### src/rtl/lcd_pkg.sv
// Shared timing constants and helpers for the 480x272 LCD timing generator.
// Defaults describe the 4.3" panel; every timing value is overridable per instance.
package lcd_pkg;

    localparam int unsigned COORD_W = 10;

    localparam int unsigned LCD_H_ACTIVE = 480;
    localparam int unsigned LCD_H_FP     = 2;
    localparam int unsigned LCD_H_SYNC   = 41;
    localparam int unsigned LCD_H_BP     = 2;
    localparam int unsigned LCD_V_ACTIVE = 272;
    localparam int unsigned LCD_V_FP     = 2;
    localparam int unsigned LCD_V_SYNC   = 10;
    localparam int unsigned LCD_V_BP     = 2;

    localparam int unsigned LCD_H_TOTAL = LCD_H_SYNC + LCD_H_BP + LCD_H_ACTIVE + LCD_H_FP;
    localparam int unsigned LCD_V_TOTAL = LCD_V_SYNC + LCD_V_BP + LCD_V_ACTIVE + LCD_V_FP;

    // True when c lies in [lo, lo+len); one extra bit keeps lo+len from wrapping at 1024.
    function automatic logic in_span(input logic [COORD_W-1:0] c,
                                     input logic [COORD_W-1:0] lo,
                                     input logic [COORD_W-1:0] len);
        return ({1'b0, c} >= {1'b0, lo}) && ({1'b0, c} < ({1'b0, lo} + {1'b0, len}));
    endfunction

endpackage

### src/rtl/lcd_axis_cnt.sv
// One timing axis: counts sync, back porch, active, front porch and wraps.
// LOOKAHEAD selects whether the coordinate outputs describe this cycle or the next one.
module lcd_axis_cnt
    import lcd_pkg::*;
#(
    parameter int unsigned SYNC_LEN   = LCD_H_SYNC,
    parameter int unsigned BP_LEN     = LCD_H_BP,
    parameter int unsigned ACTIVE_LEN = LCD_H_ACTIVE,
    parameter int unsigned FP_LEN     = LCD_H_FP,
    parameter bit          LOOKAHEAD  = 1'b0
) (
    input  logic               clk,
    input  logic               rst,
    input  logic               inc,
    output logic [COORD_W-1:0] cnt,
    output logic               sync_flag,
    output logic               active_flag,
    output logic [COORD_W-1:0] offset,
    output logic               coord_valid,
    output logic               wrap
);

    localparam logic [COORD_W-1:0] LAST   = COORD_W'(SYNC_LEN + BP_LEN + ACTIVE_LEN + FP_LEN - 1);
    localparam logic [COORD_W-1:0] START  = COORD_W'(SYNC_LEN + BP_LEN);
    localparam logic [COORD_W-1:0] SYNC_W = COORD_W'(SYNC_LEN);
    localparam logic [COORD_W-1:0] ACT_W  = COORD_W'(ACTIVE_LEN);

    logic [COORD_W-1:0] cnt_q;
    logic [COORD_W-1:0] cnt_d;
    logic [COORD_W-1:0] coord_src;

    always_comb begin
        cnt_d = cnt_q;
        if (inc) begin
            cnt_d = (cnt_q == LAST) ? '0 : cnt_q + 1'b1;
        end
    end

    always_ff @(posedge clk or posedge rst) begin
        if (rst) begin
            cnt_q <= '0;
        end else begin
            cnt_q <= cnt_d;
        end
    end

    assign cnt         = cnt_q;
    assign wrap        = inc && (cnt_q == LAST);
    assign sync_flag   = cnt_q < SYNC_W;
    assign active_flag = in_span(cnt_q, START, ACT_W);

    assign coord_src   = LOOKAHEAD ? cnt_d : cnt_q;
    assign coord_valid = in_span(coord_src, START, ACT_W);
    assign offset      = coord_valid ? coord_src - START : '0;

endmodule

### src/rtl/lcd_sync_gen.sv
// Free-running LCD timing generator: registered hs/vs/de, active coordinates and line/frame strobes.
// Define LCD_SYNC_PREFETCH_EN to make coordinates and strobes lead de by one clock.
module lcd_sync_gen
    import lcd_pkg::*;
#(
    parameter int unsigned H_ACTIVE = lcd_pkg::LCD_H_ACTIVE,
    parameter int unsigned H_FP     = lcd_pkg::LCD_H_FP,
    parameter int unsigned H_SYNC   = lcd_pkg::LCD_H_SYNC,
    parameter int unsigned H_BP     = lcd_pkg::LCD_H_BP,
    parameter int unsigned V_ACTIVE = lcd_pkg::LCD_V_ACTIVE,
    parameter int unsigned V_FP     = lcd_pkg::LCD_V_FP,
    parameter int unsigned V_SYNC   = lcd_pkg::LCD_V_SYNC,
    parameter int unsigned V_BP     = lcd_pkg::LCD_V_BP,
    parameter bit          HS_POL   = 1'b0,
    parameter bit          VS_POL   = 1'b0
) (
    input  logic               clk,
    input  logic               rst,
    output logic               hs,
    output logic               vs,
    output logic               de,
    output logic [COORD_W-1:0] active_x,
    output logic [COORD_W-1:0] active_y,
    output logic               line_start,
    output logic               frame_start
);

`ifdef LCD_SYNC_PREFETCH_EN
    localparam bit PREFETCH = 1'b1;
`else
    localparam bit PREFETCH = 1'b0;
`endif

    logic [COORD_W-1:0] h_cnt_unused, v_cnt_unused;
    logic               v_wrap_unused;
    logic               h_sync, h_active, h_cv, h_wrap;
    logic               v_sync, v_active, v_cv;
    logic [COORD_W-1:0] h_off, v_off;

    lcd_axis_cnt #(
        .SYNC_LEN(H_SYNC), .BP_LEN(H_BP), .ACTIVE_LEN(H_ACTIVE), .FP_LEN(H_FP), .LOOKAHEAD(PREFETCH)
    ) u_h_axis (
        .clk(clk), .rst(rst), .inc(1'b1),
        .cnt(h_cnt_unused), .sync_flag(h_sync), .active_flag(h_active),
        .offset(h_off), .coord_valid(h_cv), .wrap(h_wrap)
    );

    // Vertical axis advances only on the horizontal wrap, so vs changes at h_cnt = 0.
    lcd_axis_cnt #(
        .SYNC_LEN(V_SYNC), .BP_LEN(V_BP), .ACTIVE_LEN(V_ACTIVE), .FP_LEN(V_FP), .LOOKAHEAD(PREFETCH)
    ) u_v_axis (
        .clk(clk), .rst(rst), .inc(h_wrap),
        .cnt(v_cnt_unused), .sync_flag(v_sync), .active_flag(v_active),
        .offset(v_off), .coord_valid(v_cv), .wrap(v_wrap_unused)
    );

    logic               hs_q, vs_q, de_q, ls_q, fs_q;
    logic               hs_d, vs_d, de_d, ls_d, fs_d;
    logic [COORD_W-1:0] x_q, y_q, x_d, y_d;
    logic               coord_raw;

    always_comb begin
        coord_raw = h_cv && v_cv;
        hs_d      = h_sync ? HS_POL : ~HS_POL;
        vs_d      = v_sync ? VS_POL : ~VS_POL;
        de_d      = h_active && v_active;
        x_d       = coord_raw ? h_off : '0;
        y_d       = coord_raw ? v_off : '0;
        ls_d      = coord_raw && (h_off == '0);
        fs_d      = ls_d && (v_off == '0);
    end

    always_ff @(posedge clk or posedge rst) begin
        if (rst) begin
            hs_q <= ~HS_POL;
            vs_q <= ~VS_POL;
            de_q <= 1'b0;
            x_q  <= '0;
            y_q  <= '0;
            ls_q <= 1'b0;
            fs_q <= 1'b0;
        end else begin
            hs_q <= hs_d;
            vs_q <= vs_d;
            de_q <= de_d;
            x_q  <= x_d;
            y_q  <= y_d;
            ls_q <= ls_d;
            fs_q <= fs_d;
        end
    end

    assign hs          = hs_q;
    assign vs          = vs_q;
    assign de          = de_q;
    assign active_x    = x_q;
    assign active_y    = y_q;
    assign line_start  = ls_q;
    assign frame_start = fs_q;

endmodule

### config.mk
export PLATFORM = sky130hd
export DESIGN_NAME = lcd_sync_gen
export DESIGN_NICKNAME = d
export VERILOG_FILES = /design/src/rtl/lcd_pkg.sv /design/src/rtl/lcd_axis_cnt.sv /design/src/rtl/lcd_sync_gen.sv
export SDC_FILE = /design/constraint.sdc
export NUM_CORES = 1
export LEC_CHECK = 0
export CORE_UTILIZATION = 55
export CTS_CLUSTER_DIAMETER = 60
export CTS_CLUSTER_SIZE = 12
export DETAILED_ROUTE_END_ITERATION = 8
export PLACE_DENSITY = 0.74
export REMOVE_ABC_BUFFERS = 1
export SETUP_SLACK_MARGIN = 0.05
export SLEW_MARGIN = 0
export SYNTH_ARGS = -nofsm -noshare
export SYNTH_HDL_FRONTEND = slang
export SYNTH_SLANG_ARGS = --single-unit
### constraint.sdc
create_clock -name clk -period 2.6 [get_ports clk]
set_input_delay 0.78 -clock clk [delete_from_list [all_inputs] [get_ports clk]]
set_output_delay 0.78 -clock clk [all_outputs]
set_load 0.01 [all_outputs]
======== Yosys cells after proc, flatten, opt, wreduce, memory -nomap -nowiden ========
Cells that the tools add are included.
operators by class
  add/subtract/negate cells ............... 4
  reductions and logical operators ........ 7
  equal/unequal tests ..................... 2
  magnitude comparators ................... 6
  muxes and demuxes ....................... 8
operator list
  operator               number
  $mux 10                6
  $add 10x1->10 const B  2
  $logic_not 10->1       2
  $eq 10x10->1 const B   1
  $eq 10x9->1 const B    1
  $ge 10x4->1 const B    1
  $ge 10x6->1 const B    1
  $lt 10x10->1 const B   1
  $lt 10x4->1 const B    1
  $lt 10x6->1 const B    1
  $lt 10x9->1 const B    1
  $sub 10x4->10 const B  1
  $sub 10x6->10 const B  1
  $logic_and 1x1->1      5
  $mux 1                 2
storage, ports and cells
  output and inout port bits .............. 25
  input port bits ......................... 2
  word-level logic and storage cells ...... 36
  bits in registers ....................... 45

======== Logic depth before layout (Yosys ltp) ========
Gate-level depths: netlist (run 1).
  word-level depth ........................ 6
  depth in mapped cells ................... 8
  mapped depth without buffers ............ 6

======== Hierarchy ========
A second synthesis (run 1) with hierarchy kept.
second synthesis, totals
  cell total of the unflattened synthesis .. 252
  area total of the unflattened synthesis .. 2467.4 sq um
by module, submodules not included
  module                    cells an instance  times used  area an instance (sq um)
  lcd_sync_gen              62                 1           853.3
  lcd_axis_cnt at u_v_axis  97                 1           814.5
  lcd_axis_cnt at u_h_axis  93                 1           799.5

======== Worst setup path after synthesis (run 1) ========
No wires, ideal clock.
  path kind ............................... reg-to-reg
  start point ............................. register u_v_axis.cnt_q[2] (netlist: u_v_axis.cnt[2])
  end point ............................... register x_q[4] (netlist: active_x[4])
  cell stages (with the launch flop) ...... 8
  clock period less this slack ............ 1.902 ns
  library setup time ...................... 0.080 ns
  path slack .............................. 0.698 ns
  path buffers ............................ 2
  arrival time ............................ 1.822 ns
  required time ........................... 2.520 ns
  cell sequence ........................... dfrtp_1 -> ha_1 -> buf_6 -> a2111o_1 -> a221oi_4 -> o21ai_2 -> buf_6 -> nor3_2
on the way
  cells in the longest elaborated chain, start to end .. 4
RTL lines
  what                                        line                text
  start: declaration                          lcd_axis_cnt.sv:28  logic [COORD_W-1:0] cnt_q;
  start signal: assignment                    lcd_axis_cnt.sv:43  cnt_q <= cnt_d;
  $ge 10x4->1 or $lt 10x9->1 (tied branches)  lcd_pkg.sv:23       return ({1'b0, c} >= {1'b0, lo}) && ({1'b0, c} < ({1'b0, lo} + {1'b0, len}));
  $logic_and 1x1->1 (*)                       lcd_pkg.sv:23
  $logic_and 1x1->1 (*)                       lcd_sync_gen.sv:63  coord_raw = h_cv && v_cv;
  $mux 10 (*)                                 lcd_sync_gen.sv:67  x_d = coord_raw ? h_off : '0;
  named net x_d[4]                            lcd_sync_gen.sv:59  logic [COORD_W-1:0] x_q, y_q, x_d, y_d;
  end signal: assignment                      lcd_sync_gen.sv:78  x_q <= '0;
  end signal: assignment                      lcd_sync_gen.sv:86  x_q <= x_d;
  end: declaration                            lcd_sync_gen.sv:59
Mark *: on every way through the listed nets, which the timed path passes. The rest lies on a longest branch.
A chain may end at the register's enable or synchronous reset.

======== Worst setup path in the final report (run 1) ========
  start point ............................. register u_h_axis.cnt_q[1] (netlist: u_h_axis.cnt[1])
  end point ............................... register x_q[4] (netlist: active_x[4])
on the way
  cells in the longest elaborated chain, start to end .. 4
RTL lines
  what                                          line
  start: declaration                            lcd_axis_cnt.sv:28
  start signal: assignment                      lcd_axis_cnt.sv:43
  $ge 10x6->1 or $lt 10x10->1 (tied branches)   lcd_pkg.sv:23
  $logic_and 1x1->1                             lcd_pkg.sv:23
  $mux 10 or $logic_and 1x1->1 (tied branches)  lcd_axis_cnt.sv:54, lcd_sync_gen.sv:63
  $mux 10 (*)                                   lcd_sync_gen.sv:67
  named net x_d[4]                              lcd_sync_gen.sv:59
Marks and branches as above.

==> impl_metrics.csv, run 1 <==
group,metric,value,unit
status,status,"complete, no violations",
clock_tree,cts_hold_buf,0,
clock_tree,cts_tree,"built",
yosys,synth_cell_type_count,46,
layout,diodes,0,
drt,num_vias,1772,
critical_path,required,2.82,ns
hold_path,holdPathStages,1,
sta,slew_viol_final,0,
critical_path,path_class,"flop to flop",
place,dpl.hpwl,3.16,mm
yosys,yosys.area.top_type,"dfrtp_1",
floorplanning,die-area,0.00452,mm²
place,gp_congestion,0.870,
layout,final_cells,310,
sta,worst_pin_slew,0.667,ns
critical_path,r2r_start,"u_h_axis.cnt[1]",
global_routing,grt_pass1_vias,1597,
floorplanning,start_util,57.7,%
hold_path,holdCritStartpoint,"u_v_axis.cnt[2]",
clock_tree,clock-sinks,45,
clock_tree,cts_buffers,5,
sta,rsz0062_at_grt,"no",
clock_tree,clk_pin_slew_worst_paths,0.08,ns
power_and_ir_drop,ir_worst_vdd,0.000185,V
yosys,syn_inst,240,
critical_path,critPathArrivalTime,2.39,ns
drt,antenna_left,0,
layout,area_growth_syn_to_layout,14.6,%
sta,hold_viol_final,0,
layout,fin_area,0.00268,mm²
floorplanning,die_y,67.2,µm
place,place_ws,0.472,ns
clock_tree,cts_root_buf,"clkbuf_8",
floorplanning,io_pins,27,
clock_tree,cts_resized,0,
place,dpl_cell_area,0.00260,mm²
floorplanning,die_w,67.2,µm
global_routing,grt_pass1_wl,7.58,mm
sta,fmax,0.461,GHz
global_routing,grt_max_degree,46,
yosys,post_synth.cell_area_avg,9.75,µm²
layout,fillers,337,
yosys,ys_seq_area_share,48.2,%
sta,finalCritPeriodShare,83.5,%
job,drv_cap,0,
critical_path,cp-end-kind,"flop",
yosys,synth-main-ff-cell,"dfrtp_1",
sta,relSlewSlack,54.4,%
place,io_buffers,26,
power_and_ir_drop,power,1.12,mW
yosys,synth_area,0.00234,mm²
clock_tree,post_cts_buffers,0,
sta,fin_skew,0.00406,ns
yosys,synth_top_area_share,46.0,%
clock_tree,insertion_delay,0.29,ns
yosys,synth-edff-count,0,
floorplanning,rows,23,
critical_path,start_kind,"flop",
sta,timing.setup.tns,0,ns
global_routing,grt_use_total,22.7,%
critical_path,critPathMaxFanout,18,
yosys,synth_area_leaders,"dfrtp_1, xnor2_1, nor2_1",
critical_path,ff2ff_setup_slack,0.43,ns
critical_path,reg2reg_depth,6,
sta,fin_ws,0.429,ns
sta,period_needed,2.17,ns
yosys,synth_seq_cells,45,
floorplanning,core,0.00406,mm²
hold_path,hold_path.class,"flop to flop",
layout,nets,269,
sta,finalSetupViolations,0,
layout,drive_gt1_share,8.46,%
global_routing,grt.overflow.total,0,
critical_path,r2r_end,"active_x[4]",
layout,final_common_cell,"dfrtp_1",
drt,wl,4.56,mm
drt,wl_per_cell,14.7,µm
drt,viasPerCell,5.72,
yosys,yosys_warnings,0,
clock_tree,htreeDepth,2,
yosys,ys_async_sr_fraction,100,%
drt,route.detailed.drc,0,
clock_tree,cts_buffer_depth,2,
place,dp.cells,302,
power_and_ir_drop,p_per_area,418,mW/mm²
power_and_ir_drop,leakage,1.22,nW
layout,final_cell_mix,"dfrtp_1, nor2_1, clkdlybuf4s50_1, nand2_1, xnor2_1",
drt,firstDrtPassIters,4,
drt,drtIter0Drc,118,
hold_path,hold_end,"active_y[2]",
global_routing,antenna_found_initial,0,
==> cells in the mapped netlist, types with 8 or more instances <==
cell type and n:
dfrtp_1 43, xnor2_1 13, ha_1 8, buf_2 11
nor2_1 28, o21ai_0 11, nand2_1 17, inv_1 12
nand3_1 9
==> cells by family (layout without fill, tap and decap cells) <==
logic type | after synthesis | after routing | synth area share (%)
and+or+nand+nor | 95 | 95 | 21.3
DFF | 45 | 45 | 48.2
AOI/OAI and AO/OA | 42 | 42 | 12.8
buffers and inverters | 31 | 51 | 6.20
xor gates and xnor gates | 18 | 18 | 6.73
adders and majority gates | 8 | 8 | 4.28
muxes | 1 | 1 | 0.428
==> critical path: stages, from the launching register on <==
cell and delay [ns]:
dfrtp_1 0.54, ha_1 0.38, o21ai_0 0.24, a311oi_1 0.44, o21ai_2 0.11, buf_4 0.21
nor3_2 0.17
==> worst max-delay path by stage <==
stage	startpoint	end	slack, ns	cells past startpoint
floorplan	u_h_axis.cnt[0]	active_x[4]	0.54	5
global placement	u_v_axis.cnt[2]	active_x[4]	0.57	6
detailed placement	u_h_axis.cnt[1]	frame_start	0.47	5
CTS	u_h_axis.cnt[1]	frame_start	0.45	5
global route	u_h_axis.cnt[1]	active_x[4]	0.18	6
finish	u_h_axis.cnt[1]	active_x[4]	0.43	6
==> final cells by class <==
cell class / count / area (µm²) / share of cell area [%]
Tap cell: 50 / 62.6 / 2.33
Clock buffer: 6 / 72.6 / 2.70
Sequential cell: 45 / 1130 / 42.1
Timing Repair Buffer: 31 / 298 / 11.1
Clock inverter: 2 / 10.0 / 0.373
Inverter: 12 / 45.0 / 1.68
Multi-Input combinational cell: 164 / 1070 / 39.8
==> flip-flops by register name (all words and copies together), names as in the netlist <==
register      flops
active_x         10
active_y         10
de                1
frame_start       1
hs                1
line_start        1
u_h_axis.cnt     10
u_v_axis.cnt     10
vs                1
==> power breakdown <==
part           total, mW  leakage [nW]  internal [mW]  switching [mW]
registers          0.699         0.607          0.699               0
clock network      0.408        0.0450          0.186           0.221
logic             0.0153         0.568        0.00241          0.0128
total               1.12          1.22          0.888           0.234
==> through the flow <==
stage / utilization, % / hold slack [ns]
floorplan: - / 0.503
detailed placement: 64.1 / 0.567
CTS: 66.1 / 0.577
finish: 66.1 / 0.580
global placement: 64.1 / 0.537
global route: 66.1 / 0.615
==> metal layers <==
metal / routed length, µm / track usage [%]
met1: 2280 / 32.8
met4: 54 / 6.91
met5: 0 / 0
met2: 2020 / 33.1
met3: 203 / 5.57
Note: power is estimated with default switching activity, not from simulation.
==> inputs of run 2 (changes only) <==
--- a/config.mk
+++ b/config.mk
@@ -5,11 +5,11 @@
 export SDC_FILE = /design/constraint.sdc
 export NUM_CORES = 1
 export LEC_CHECK = 0
-export CORE_UTILIZATION = 55
+export CORE_UTILIZATION = 50
 export CTS_CLUSTER_DIAMETER = 60
 export CTS_CLUSTER_SIZE = 12
 export DETAILED_ROUTE_END_ITERATION = 8
-export PLACE_DENSITY = 0.74
+export PLACE_DENSITY = 0.71
 export REMOVE_ABC_BUFFERS = 1
 export SETUP_SLACK_MARGIN = 0.05
 export SLEW_MARGIN = 0
==> constraint.sdc (replaced) <==
create_clock -name clk -period 1.8 [get_ports clk]
set_input_delay 0.54 -clock clk [delete_from_list [all_inputs] [get_ports clk]]
set_output_delay 0.54 -clock clk [all_outputs]
set_load 0.01 [all_outputs]
==> run 2 against run 1 <==
Effect of this change:
- register-to-register slack lost 0.40 ns
- critical path depth unchanged
- wire length is 26% higher
- first-iteration DRC count increased by 47%
- largest cell class is now multi-input gates
==> impl_metrics.csv, run 2 (synthesized netlist as in run 1, its figures left out) <==
group,metric,value,unit
critical_path,worstPathCellList,"ha_2 -> a2111o_1 -> a221oi_4 -> buf_4 -> o21ai_4 -> nor2_1",
place,place_ws,-0.139,ns
critical_path,cp-end-kind,"flop",
place,io_buffers,26,
drt,num_vias,1985,
global_routing,grt_use_total,24.9,%
sta,hold_viol_final,0,
place,dpl.hpwl,3.68,mm
global_routing,grt_pass1_vias,2000,
critical_path,critPathTopFamily,"compound AO/OA/AOI/OAI gates",
clock_tree,clk_pin_slew_worst_paths,0.08,ns
drt,route.detailed.drc,0,
sta,finalCritPeriodShare,98.3,%
critical_path,path_class,"flop to flop",
critical_path,cp.depth,6,
global_routing,grt_pass1_wl,9.56,mm
floorplanning,rows,24,
power_and_ir_drop,ir_worst_vdd,0.000306,V
drt,viasPerCell,5.69,
critical_path,cp_slowest_cell,"dfrtp_1",
clock_tree,htreeDepth,2,
floorplanning,die_y,70.4,µm
sta,fin_skew,0.00500,ns
clock_tree,cts_buffer_depth,2,
clock_tree,insertion_delay,0.29,ns
clock_tree,cts_tree,"built",
sta,fmax,0.565,GHz
sta,worst_pin_slew,0.502,ns
clock_tree,clock-sinks,45,
layout,final_common_cell,"dfrtp_1",
global_routing,grt.overflow.total,0,
layout,drive_gt1_share,25.3,%
drt,drtIter0Drc,174,
critical_path,reg2reg_depth,6,
power_and_ir_drop,power,1.82,mW
critical_path,critPathBufInv,1,
sta,rsz0062_at_grt,"yes",
layout,diodes,0,
sta,hold_slack,0.578,ns
clock_tree,cts_root_buf,"clkbuf_8",
clock_tree,cts_buffers,5,
layout,final_cell_mix,"dfrtp_1, buf_4, nor2_1, clkdlybuf4s50_1, nand2_1",
place,gp_congestion,0.875,
drt,wl,5.75,mm
job,drv_cap,0,
layout,fin_area,0.00312,mm²
critical_path,critPathArrivalTime,1.99,ns
power_and_ir_drop,leakage,1.50,nW
place,dpl_cell_area,0.00284,mm²
layout,nets,306,
sta,relSlewSlack,65.7,%
critical_path,start_kind,"flop",
global_routing,grt_max_degree,46,
critical_path,critPathMaxFanout,10,
global_routing,antenna_found_initial,0,
sta,slew_viol_final,0,
floorplanning,die_w,70.4,µm
floorplanning,die-area,0.00496,mm²
power_and_ir_drop,p_per_area,582,mW/mm²
sta,period_needed,1.77,ns
critical_path,required,2.02,ns
hold_path,hold_path.class,"input port to asynchronous set/reset pin",
critical_path,max_stage_delay,0.39,ns
drt,antenna_left,0,
status,status,"complete, no violations",
sta,fin_ws,0.0311,ns
sta,finalSetupViolations,0,
layout,area_growth_syn_to_layout,33.3,%
drt,wl_per_cell,16.5,µm
floorplanning,start_util,53.0,%
floorplanning,core,0.00441,mm²
drt,firstDrtPassIters,4,
floorplanning,io_pins,27,
clock_tree,cts_hold_buf,0,
## run 2: changes by cell type in the layout (fill, tap and decap cells not counted), sizes merged, moves of 2 or more
cell	before	now
buf	5	40
clkdlybuf4s50	26	21
dlymetal6s2s	0	3
clkinv	3	1
dlygate4sd2	0	2
o21ai	12	14
## run 2: layer usage
metal  up-vias  wire length, µm  track usage [%]
li1        943                -                -
met5         -                0                0
met2        85             2750             38.6
met3        11              410             6.78
met4         0               85             10.9
met1       946             2510             32.5
## run 2: power breakdown
group	switching, mW	internal [mW]
Sequential	0	1.01
Clock	0.328	0.453
Combinational	0.0194	0.00661
## run 2: worst paths after layout
check | from | endpoint | slack, ns
max in group asynchronous | rst | hs | 0.96
max reg2reg | u_v_axis.cnt[2] | active_x[0] | 0.03
min | rst | active_y[6] | 0.58
min in group clk | u_v_axis.cnt[0] | u_v_axis.cnt[0] | 0.60
min reg2reg | u_v_axis.cnt[0] | u_v_axis.cnt[0] | 0.60
max | u_v_axis.cnt[2] | active_x[0] | 0.03
## run 2: worst min-delay path: cells and delay by family
family                 cells  cell delay, ns
buffers and inverters      3            0.71
## run 2: stage by stage
| stage | setup TNS (ns) | std cells | util (%) |
|---|---|---|---|
| after floorplan | -4.93 | 221 | - |
| after global placement | -1.51 | 334 | 64.4 |
| after detailed placement | -1.90 | 334 | 64.4 |
| after CTS | -0.353 | 345 | 68.8 |
| after global routing | -0.354 | 349 | 70.7 |
| final | 0 | 349 | 70.7 |
## run 2: area by class of cell
cell class | instances | area [µm²]
Timing Repair Buffer | 66 | 582
Inverter | 12 | 45.0
Sequential cell | 45 | 1130
Multi-Input combinational cell | 166 | 1180
Tap cell | 52 | 65.1
Clock inverter | 1 | 30.0
Clock buffer | 7 | 86.3
Fill cell | 315 | 1290
## run 2: what timing repair did
item,4_1_cts,5_1_grt
buffers inserted,1,4
gates resized for setup,15,14
cloned,2,0
endpoints found under the setup margin,26,33
pin swaps,6,5
==> inputs of run 3 (changes only) <==
--- a/config.mk
+++ b/config.mk
@@ -5,6 +5,8 @@
 export SDC_FILE = /design/constraint.sdc
 export NUM_CORES = 1
 export LEC_CHECK = 0
+export CAP_MARGIN = 10
+export CORE_ASPECT_RATIO = 0.6
 export CORE_UTILIZATION = 50
 export CTS_CLUSTER_DIAMETER = 60
 export CTS_CLUSTER_SIZE = 12
==> run 3 against run 2 <==
Effect of this change:
- worst hold slack worse by 0.012 ns
- cell count is 0.29% higher
- clock skew grew 0.00094 ns
- first-iteration DRC count decreased by 13%
- sequential power about the same
- combinational power rose by 3%
- clock power fell by 21%
- wire length down 5.6%
- utilization decreased by 0.94 points
- highest routed layer unchanged
==> impl_metrics.csv, run 3 (synthesized netlist as in run 1, its figures left out) <==
group,metric,value,unit
status,status,"complete, no violations",
critical_path,start_kind,"flop",
global_routing,grt.busiest_layer,"met1",
clock_tree,cts_root_buf,"clkbuf_8",
layout,drive_gt1_share,19.7,%
layout,final_cell_mix,"dfrtp_1, buf_4, nor2_1, nand2_1",
global_routing,antenna_found_initial,0,
sta,period_needed,1.80,ns
drt,drtIter0Drc,152,
power_and_ir_drop,p_per_area,552,mW/mm²
layout,final_cells,350,
global_routing,grt_pass1_vias,1685,
critical_path,path_class,"flop to flop",
sta,rsz0062_at_grt,"yes",
sta,finalSetupViolations,0,
critical_path,cp-end-kind,"flop",
layout,diodes,0,
power_and_ir_drop,swShare,22.0,%
clock_tree,clk_pin_slew_worst_paths,0.08,ns
place,gp_congestion,0.960,
sta,fin_skew,0.00594,ns
layout,fillers,327,
clock_tree,cts_hold_buf,0,
global_routing,grt_max_degree,46,
sta,relSlewSlack,70.2,%
critical_path,critPathMaxFanout,2,
sta,worst_pin_slew,0.436,ns
clock_tree,cts_tree,"built",
job,drv_cap,0,
sta,slew_viol_final,0,
critical_path,reg2reg_depth,6,
global_routing,grt_use_met3,5.05,%
sta,timing.setup.tns,0,ns
critical_path,r2r_start,"u_v_axis.cnt[2]",
power_and_ir_drop,p_int,1.29,mW
sta,fmax,0.556,GHz
clock_tree,clock-sinks,45,
floorplanning,die-area,0.00497,mm²
sta,hold_slack,0.566,ns
floorplanning,io_pins,27,
global_routing,use_met2,31.9,%
drt,firstDrtPassIters,4,
critical_path,startpoint,"u_v_axis.cnt[2]",
floorplanning,core,0.00430,mm²
layout,area_growth_syn_to_layout,28.2,%
drt,wl,5.43,mm
drt,antenna_left,0,
power_and_ir_drop,p_comb_share,1.6,%
sta,hold_viol_final,0,
power_and_ir_drop,power_frac_seq,61.0,%
drt,num_vias,1984,
clock_tree,cts_buffer_depth,2,
place,io_buffers,26,
floorplanning,start_util,54.4,%
clock_tree,insertion_delay,0.31,ns
global_routing,grt_use_total,24.3,%
critical_path,ff2ff_setup_slack,0.002,ns
critical_path,required,2.03,ns
sta,finalCritPeriodShare,99.9,%
floorplanning,die_y,55,µm
drt,viasPerCell,5.67,
power_and_ir_drop,switching_power,364,µW
global_routing,grt_pass1_wl,8.85,mm
floorplanning,rows,18,
power_and_ir_drop,p_clk_share,37.4,%
critical_path,r2r_end,"active_x[9]",
drt,route.detailed.drc,0,
clock_tree,htreeDepth,2,
place,dpl.hpwl,3.83,mm
layout,final_common_cell,"dfrtp_1",
critical_path,endpoint,"active_x[9]",
layout,nets,299,
hold_path,hold_path.class,"flop to flop",
clock_tree,cts_buffers,5,
power_and_ir_drop,ir_worst_vdd,0.000311,V
global_routing,grt.overflow.total,0,
place,dp.cells,340,
drt,wl_per_cell,15.5,µm
critical_path,critPathArrivalTime,2.03,ns
floorplanning,die_w,90.3,µm
global_routing,grt.met1_usage,38.3,%
power_and_ir_drop,leakage,1.58,nW
## run 3: cell count changes in the layout (fill, tap and decap cells not counted), sizes merged
cell | before | now
clkdlybuf4s50 | 21 | 13
dlymetal6s2s | 3 | 10
buf | 40 | 35
o21ai | 14 | 12
bufinv | 1 | 0
clkinvlp | 0 | 1
dlygate4sd2 | 2 | 3
## run 3: stage by stage
| step | area (µm²) | utilization (%) | power, mW | setup WS (ns) |
|---|---|---|---|---|
| 2_1_floorplan | 2240 | - | 1.04 | -0.258 |
| 4_1_cts | 2940 | 68.4 | 1.67 | 0.00466 |
| 3_5_place_dp | 2850 | 66.2 | 1.06 | -0.0219 |
| 5_1_grt | 3000 | 69.7 | 1.71 | -0.0821 |
| 3_3_place_gp | 2850 | 66.2 | 1.06 | 0.00927 |
| 6_report | 3000 | 69.7 | 1.66 | 0.00239 |
## run 3: timing repair
item	4_1_cts	5_1_grt
setup endpoints to repair	25	37
buffers inserted	1	1
pin swaps	2	1
resized for setup	4	18
## run 3: cell type report
type	count	area, µm²	area share, %
sequential	45	1130	37.6
multi-input combinational	164	1100	36.6
timing repair buffer	61	569	19.0
clock buffer	7	76.3	2.54
tap	60	75.1	2.50
inverter	12	45.0	1.50
clock inverter	1	7.51	0.250
## run 3: how the worst min path moves through the flow
| stage | startpoint | to | slack [ns] | cells past startpoint |
|---|---|---|---|---|
| after floorplan | u_h_axis.cnt[9] | active_x[9] | 0.50 | 1 |
| after global placement | u_h_axis.cnt[9] | active_x[9] | 0.55 | 2 |
| after detailed placement | u_h_axis.cnt[9] | active_x[9] | 0.57 | 2 |
| after CTS | u_h_axis.cnt[9] | active_x[9] | 0.58 | 2 |
| after global routing | u_h_axis.cnt[9] | active_x[9] | 0.60 | 2 |
| final | u_h_axis.cnt[9] | active_x[9] | 0.57 | 2 |
## run 3: worst max-delay path, cell delays in order (launching register included)
cell	delay, ns
dfrtp_1	0.39
ha_2	0.19
a2111o_1	0.40
a221oi_4	0.26
buf_4	0.16
nand3b_1	0.13
nor3_2	0.20
## run 3: per-layer routing
metal,vias up,routed length [µm],part of all wire [%]
li1,928,-,-
met1,960,2790,51
met2,88,2080,38
met3,8,483,8.9
met4,0,74,1.4
met5,-,0,0
## run 3: power by group through the flow
stage          clock network [mW]  registers (mW)  logic (mW)
2_1_floorplan                   0            1.03      0.0148
3_3_place_gp                    0            1.03      0.0277
3_5_place_dp                    0            1.03      0.0279
4_1_cts                     0.630            1.01      0.0280
5_1_grt                     0.668            1.01      0.0313
6_report                    0.619            1.01      0.0268
